<file path="src/rtl/keypad_scan_buf.sv">
// 4x4 active-low keypad scanner with per-frame debounce and a 3-digit shift buffer.
// Accepted key codes enter at C and shift toward A; outputs feed the display stage directly.
module keypad_scan_buf #(
  parameter int unsigned SCAN_DIV = 4,
  parameter int unsigned DEBOUNCE = 4
) (
  input  logic       clk,
  input  logic       rst_n,
  input  logic [3:0] row,
  input  logic       clr,
  output logic [3:0] col,
  output logic [3:0] A,
  output logic [3:0] B,
  output logic [3:0] C,
  output logic [3:0] key_code,
  output logic       key_valid
);

  localparam int unsigned DW = (SCAN_DIV > 1) ? $clog2(SCAN_DIV) : 1;
  localparam int unsigned CW = $clog2(DEBOUNCE + 1);
  localparam logic [DW-1:0] DIV_LAST = DW'(SCAN_DIV - 1);
  localparam logic [CW-1:0] DEB_MAX  = CW'(DEBOUNCE);

  typedef enum logic [1:0] {
    IDLE = 2'd0,
    DEB  = 2'd1,
    HELD = 2'd2,
    REL  = 2'd3
  } state_t;

  // Row/column position to key code.
  function automatic logic [3:0] key_map(input logic [1:0] r, input logic [1:0] c);
    logic [3:0] code;
    case ({r, c})
      4'h0:    code = 4'd1;
      4'h1:    code = 4'd2;
      4'h2:    code = 4'd3;
      4'h3:    code = 4'd10;
      4'h4:    code = 4'd4;
      4'h5:    code = 4'd5;
      4'h6:    code = 4'd6;
      4'h7:    code = 4'd11;
      4'h8:    code = 4'd7;
      4'h9:    code = 4'd8;
      4'hA:    code = 4'd9;
      4'hB:    code = 4'd12;
      4'hC:    code = 4'd14;
      4'hD:    code = 4'd0;
      4'hE:    code = 4'd15;
      default: code = 4'd13;
    endcase
    return code;
  endfunction

  logic [DW-1:0] div_cnt;
  logic [1:0]    col_idx;
  logic          found_q;
  logic [3:0]    found_code_q;

  logic          slot_end_c;
  logic          frame_end_c;
  logic          row_hit_c;
  logic [1:0]    row_sel_c;
  logic [3:0]    row_code_c;
  logic          hit_c;
  logic [3:0]    code_c;

  state_t        state_q, state_d;
  logic [3:0]    cand_q, cand_d;
  logic [CW-1:0] cnt_q, cnt_d;
  logic          accept_c;

  assign slot_end_c  = (div_cnt == DIV_LAST);
  assign frame_end_c = slot_end_c && (col_idx == 2'd3);
  assign row_hit_c   = (row != 4'hF);

  // Lowest-numbered low row wins within the driven column.
  always_comb begin
    row_sel_c = 2'd3;
    if (!row[0])      row_sel_c = 2'd0;
    else if (!row[1]) row_sel_c = 2'd1;
    else if (!row[2]) row_sel_c = 2'd2;
  end

  assign row_code_c = key_map(row_sel_c, col_idx);

  // Frame result includes the last column's sample taken on the frame-end edge itself.
  assign hit_c  = found_q | row_hit_c;
  assign code_c = found_q ? found_code_q : row_code_c;

  // Column scan and first-hit capture.
  always_ff @(posedge clk) begin
    if (!rst_n) begin
      div_cnt      <= '0;
      col_idx      <= 2'd0;
      col          <= 4'b1110;
      found_q      <= 1'b0;
      found_code_q <= 4'd0;
    end else begin
      if (slot_end_c) begin
        div_cnt <= '0;
        col_idx <= col_idx + 2'd1;
        col     <= {col[2:0], col[3]};
      end else begin
        div_cnt <= div_cnt + DW'(1);
      end

      if (frame_end_c) begin
        found_q <= 1'b0;
      end else if (slot_end_c && !found_q && row_hit_c) begin
        found_q      <= 1'b1;
        found_code_q <= row_code_c;
      end
    end
  end

  // Debounce state register.
  always_ff @(posedge clk) begin
    if (!rst_n) begin
      state_q <= IDLE;
      cand_q  <= 4'd0;
      cnt_q   <= '0;
    end else begin
      state_q <= state_d;
      cand_q  <= cand_d;
      cnt_q   <= cnt_d;
    end
  end

  // Debounce next-state; advances only on frame-end edges.
  always_comb begin
    state_d  = state_q;
    cand_d   = cand_q;
    cnt_d    = cnt_q;
    accept_c = 1'b0;
    if (frame_end_c) begin
      case (state_q)
        IDLE: begin
          if (hit_c) begin
            cand_d = code_c;
            if (DEBOUNCE <= 1) begin
              accept_c = 1'b1;
              state_d  = HELD;
              cnt_d    = '0;
            end else begin
              state_d = DEB;
              cnt_d   = CW'(1);
            end
          end
        end
        DEB: begin
          if (!hit_c) begin
            state_d = IDLE;
            cnt_d   = '0;
          end else if (code_c != cand_q) begin
            cand_d = code_c;
            cnt_d  = CW'(1);
          end else if ((cnt_q + CW'(1)) >= DEB_MAX) begin
            accept_c = 1'b1;
            state_d  = HELD;
            cnt_d    = '0;
          end else begin
            cnt_d = cnt_q + CW'(1);
          end
        end
        HELD: begin
          if (!hit_c) begin
            if (DEBOUNCE <= 1) begin
              state_d = IDLE;
              cnt_d   = '0;
            end else begin
              state_d = REL;
              cnt_d   = CW'(1);
            end
          end
        end
        REL: begin
          if (hit_c) begin
            state_d = HELD;
            cnt_d   = '0;
          end else if ((cnt_q + CW'(1)) >= DEB_MAX) begin
            state_d = IDLE;
            cnt_d   = '0;
          end else begin
            cnt_d = cnt_q + CW'(1);
          end
        end
        default: begin
          state_d = IDLE;
          cnt_d   = '0;
        end
      endcase
    end
  end

  // Digit buffer; clr overrides a coincident accept but the key is still consumed.
  always_ff @(posedge clk) begin
    if (!rst_n) begin
      A         <= 4'd0;
      B         <= 4'd0;
      C         <= 4'd0;
      key_code  <= 4'd0;
      key_valid <= 1'b0;
    end else begin
      key_valid <= 1'b0;
      if (clr) begin
        A <= 4'd0;
        B <= 4'd0;
        C <= 4'd0;
      end else if (accept_c) begin
        A         <= B;
        B         <= C;
        C         <= code_c;
        key_code  <= code_c;
        key_valid <= 1'b1;
      end
    end
  end

endmodule
</file>
<file path="config.mk">
export PLATFORM = sky130hd
export DESIGN_NAME = keypad_scan_buf
export DESIGN_NICKNAME = d
export VERILOG_FILES = /design/src/rtl/keypad_scan_buf.sv
export SDC_FILE = /design/constraint.sdc
export NUM_CORES = 1
export LEC_CHECK = 0
export BUFFER_PORTS_ARGS = -buffer_cell sky130_fd_sc_hd__buf_2
export CORE_ASPECT_RATIO = 0.9
export CORE_MARGIN = 2
export CORE_UTILIZATION = 56
export CTS_CLUSTER_SIZE = 40
export DETAILED_ROUTE_END_ITERATION = 10
export HOLD_SLACK_MARGIN = 0.02
export PLACE_DENSITY = 0.87
export SYNTH_ARGS = -nofsm -noshare
export SYNTH_HDL_FRONTEND = slang
export SYNTH_SLANG_ARGS = --single-unit
</file>
<file path="constraint.sdc">
create_clock -name clk -period 3.15 [get_ports clk]
set_clock_uncertainty 0.1 [all_clocks]
set_input_delay 0.63 -clock clk [delete_from_list [all_inputs] [get_ports clk]]
set_output_delay 0.63 -clock clk [all_outputs]
set_load 0.02 [all_outputs]
</file>
==> results_dict.tcl <==
set metrics [dict create \
    synth.area.mux_share 0.145 \
    chipWidth_microns 65.2 \
    period_minus_slack_ns 2.81 \
    synth_edf_count 0 \
    route.detailed.drc 0 \
    drv_cap 0 \
    synth_xor_area_frac 0.0372 \
    crit_type "register to register" \
    worst_ep_required_time_ns 3.26 \
    overflow 0 \
    slew_violations 0 \
    wl_microns 3650 \
    synth_compound_area_frac 0.113 \
    cts_hold_buf 0 \
    relSlewSlack 0.680 \
    root_buffer "clkbuf_8" \
    cts_sinks 39 \
    synth_top_family_by_area "simple AND/OR/NAND/NOR gates" \
    syn_to_final_growth_pct 12.1 \
    tns_ns 0 \
    fin_nets 248 \
    core_sq_um 3140 \
    worst_setup_path_start_kind "register" \
    crit_path_end_kind "register" \
    gp_congestion 0.905 \
    fp.dieArea_sq_um 3850 \
    critPathLaunch "col_idx[0]$_SDFFE_PN0N_" \
    reg2reg_to "B[1]$_SDFFE_PP0P_" \
    num_rows 19 \
    hpwl_microns 2590 \
    first_pass_iters 4 \
    htreeDepth 2 \
    drive_above_1_share 0.182 \
    worst_skew_pair.late_latency_ns 0.29 \
    avgViaCountPerCell 5.62 \
    synthArstFlopShare 0 \
    cts_tree "built" \
    worstPathCellList "inv_1 > ha_1 > mux2_1 > o221ai_1 > xor2_1 > nor2_1 > and4_4 > mux2i_1" \
    vias 1561 \
    placed_cells 270 \
    reg2reg_depth 8 \
    post_cts_buffers 0 \
    cp.arrival_ns 2.92 \
    synthCells 210 \
    status "completed" \
    first_global_vias 1387 \
    final_util 0.674 \
    io_pins 28 \
    powerDensity_nw_per_um2 441 \
    initial_core_util 0.601 \
    ctsResizeCount 0 \
    hp-start "div_cnt[0]$_SDFF_PP0_" \
    synth_fa_ha_area_frac 0.0398 \
    syn-num-nets 223 \
    max-vdd-ir-drop_mv 0.355 \
    antennaDiodeCount 0 \
    worstMarginPinSlew_ns 0.480 \
    r2r_setup_slack_ns 0.34 \
    cpPeakStageDelay_ns 0.47 \
    final_cell_mix "39 x dfxtp_1, 38 x nand2_1, 27 x buf_2" \
    hold_class "register to register" \
    wl_per_cell_microns 13.1 \
    synth_ff_type "dfxtp_1" \
    mostFrequentLayoutCell "dfxtp_1" \
    hold_violations 0 \
    hold_depth 1 \
    cts_max_path_buffers 2 \
    seq_area_frac_synth 0.414 \
    synth.avg_cell_area_sq_um 8.98 \
    yosys_warnings 0 \
    worstPathMaxFanout 12 \
    dp_slack_ns 0.358 \
    synthSimpleGateAreaFrac 0.200 \
    p_leak_nw 0.892 \
    fmax_ghz 0.356 \
    die_y_microns 59.1 \
    r2r_start "col_idx[0]$_SDFFE_PN0N_" \
    setup_violations 0 \
    rsz0062_at_grt "false" \
    final_antenna_net_count 0 \
    fin_crit_sh 0.891 \
    layout_setup_ws_ns 0.344 \
    grt_pass1_wl_microns 6240 \
    cts_buffers 5 \
    clk_pin_slew_ns 0.07 \
    grt_max_degree 18 \
    synth_area_sq_um 1890 \
    drt_iter0_markers 96 \
    synth.distinct_cells 45 \
    yosys_register_bits 39 \
    port_buffers 27 \
    min_delay_worst_endpoint "div_cnt[0]$_SDFF_PP0_" \
    fill_cells 261 \
    slowest_stage "dfxtp_1" \
    antenna_found_initial 0 \
    grt.total_usage 0.212 \
    fin_cells 278 \
]
## final cells by class
cell class / count / area, sq um / share of cell area
clock buffers: 6 / 72.6 / 0.0343
clock inverters: 2 / 12.5 / 0.00592
inverters: 8 / 30.0 / 0.0142
multi-input cells: 151 / 1010 / 0.477
flip-flops and latches: 39 / 781 / 0.369
well taps: 42 / 52.6 / 0.0249
repair buffers: 30 / 158 / 0.0746
## kinds of logic (layout without fill, tap and decap cells)
| kind of cell | count (synthesis) | after routing |
|---|---|---|
| AND/OR/NAND/NOR | 81 | 81 |
| flip-flops | 39 | 39 |
| AO/OA/AOI/OAI | 29 | 29 |
| multiplexers | 27 | 27 |
| buffers and inverters | 20 | 46 |
| XOR/XNOR | 8 | 8 |
| adder cells (fa/ha/maj) | 6 | 6 |
## through the flow
step           hold WS, ns  instance area [sq um]  total power [mW]
6_report             0.334                   2110             0.933
5_1_grt              0.373                   2110             0.971
4_1_cts              0.338                   2110             0.935
3_5_place_dp         0.328                   2030             0.621
3_3_place_gp         0.319                   2030             0.619
2_1_floorplan        0.304                   1890             0.596
## synth_stat cells, types with 4 or more instances
library cell	instances	share of area
a21oi_1	4	0.011
clkbuf_1	7	0.014
dfxtp_1	39	0.41
ha_1	6	0.040
inv_1	7	0.014
mux2i_1	25	0.13
nand2_1	38	0.076
nor2_1	18	0.036
nor2b_1	4	0.013
o21ai_0	4	0.011
xnor2_1	5	0.023
## worst max-delay path: cells and delay by family, from the launching register on
family,cells,cell delay [ns]
AO/OA/AOI/OAI,1,0.39
XOR/XNOR,1,0.13
adder cells (fa/ha/maj),1,0.33
buffers and inverters,1,0.15
flip-flops,1,0.47
multiplexers,2,0.53
AND/OR/NAND/NOR,2,0.63
## per-layer routing
metal	track usage	part of all wire
met2	0.318	0.45
met3	0.0494	0.042
met1	0.295	0.49
met5	0	0
met4	0.0952	0.019
## flip-flops by register name (all words and copies together), names as in the netlist, named ones only
name and flops:
col 4, cnt_q 3, found_code_q 4, div_cnt 2, B 4, key_code 4
C 4, A 4, state_q 1, found_q 1, cand_q 4, key_valid 1
col_idx 2
## worst max path at each step
stage,to,slack (ns)
floorplan,A[0]$_SDFFE_PP0P_,0.64
global placement,A[3]$_SDFFE_PP0P_,0.42
detailed placement,B[1]$_SDFFE_PP0P_,0.36
CTS,B[1]$_SDFFE_PP0P_,0.33
global route,C[3]$_SDFFE_PP0P_,0.08
finish,B[1]$_SDFFE_PP0P_,0.34
## power by group
group	switching, mW	total [mW]	internal, mW
registers	0.00855	0.511	0.502
logic	0.0617	0.101	0.0391
clock network	0.167	0.321	0.154
total	0.237	0.933	0.696
No activity file was read; power rests on OpenSTA's default activity.
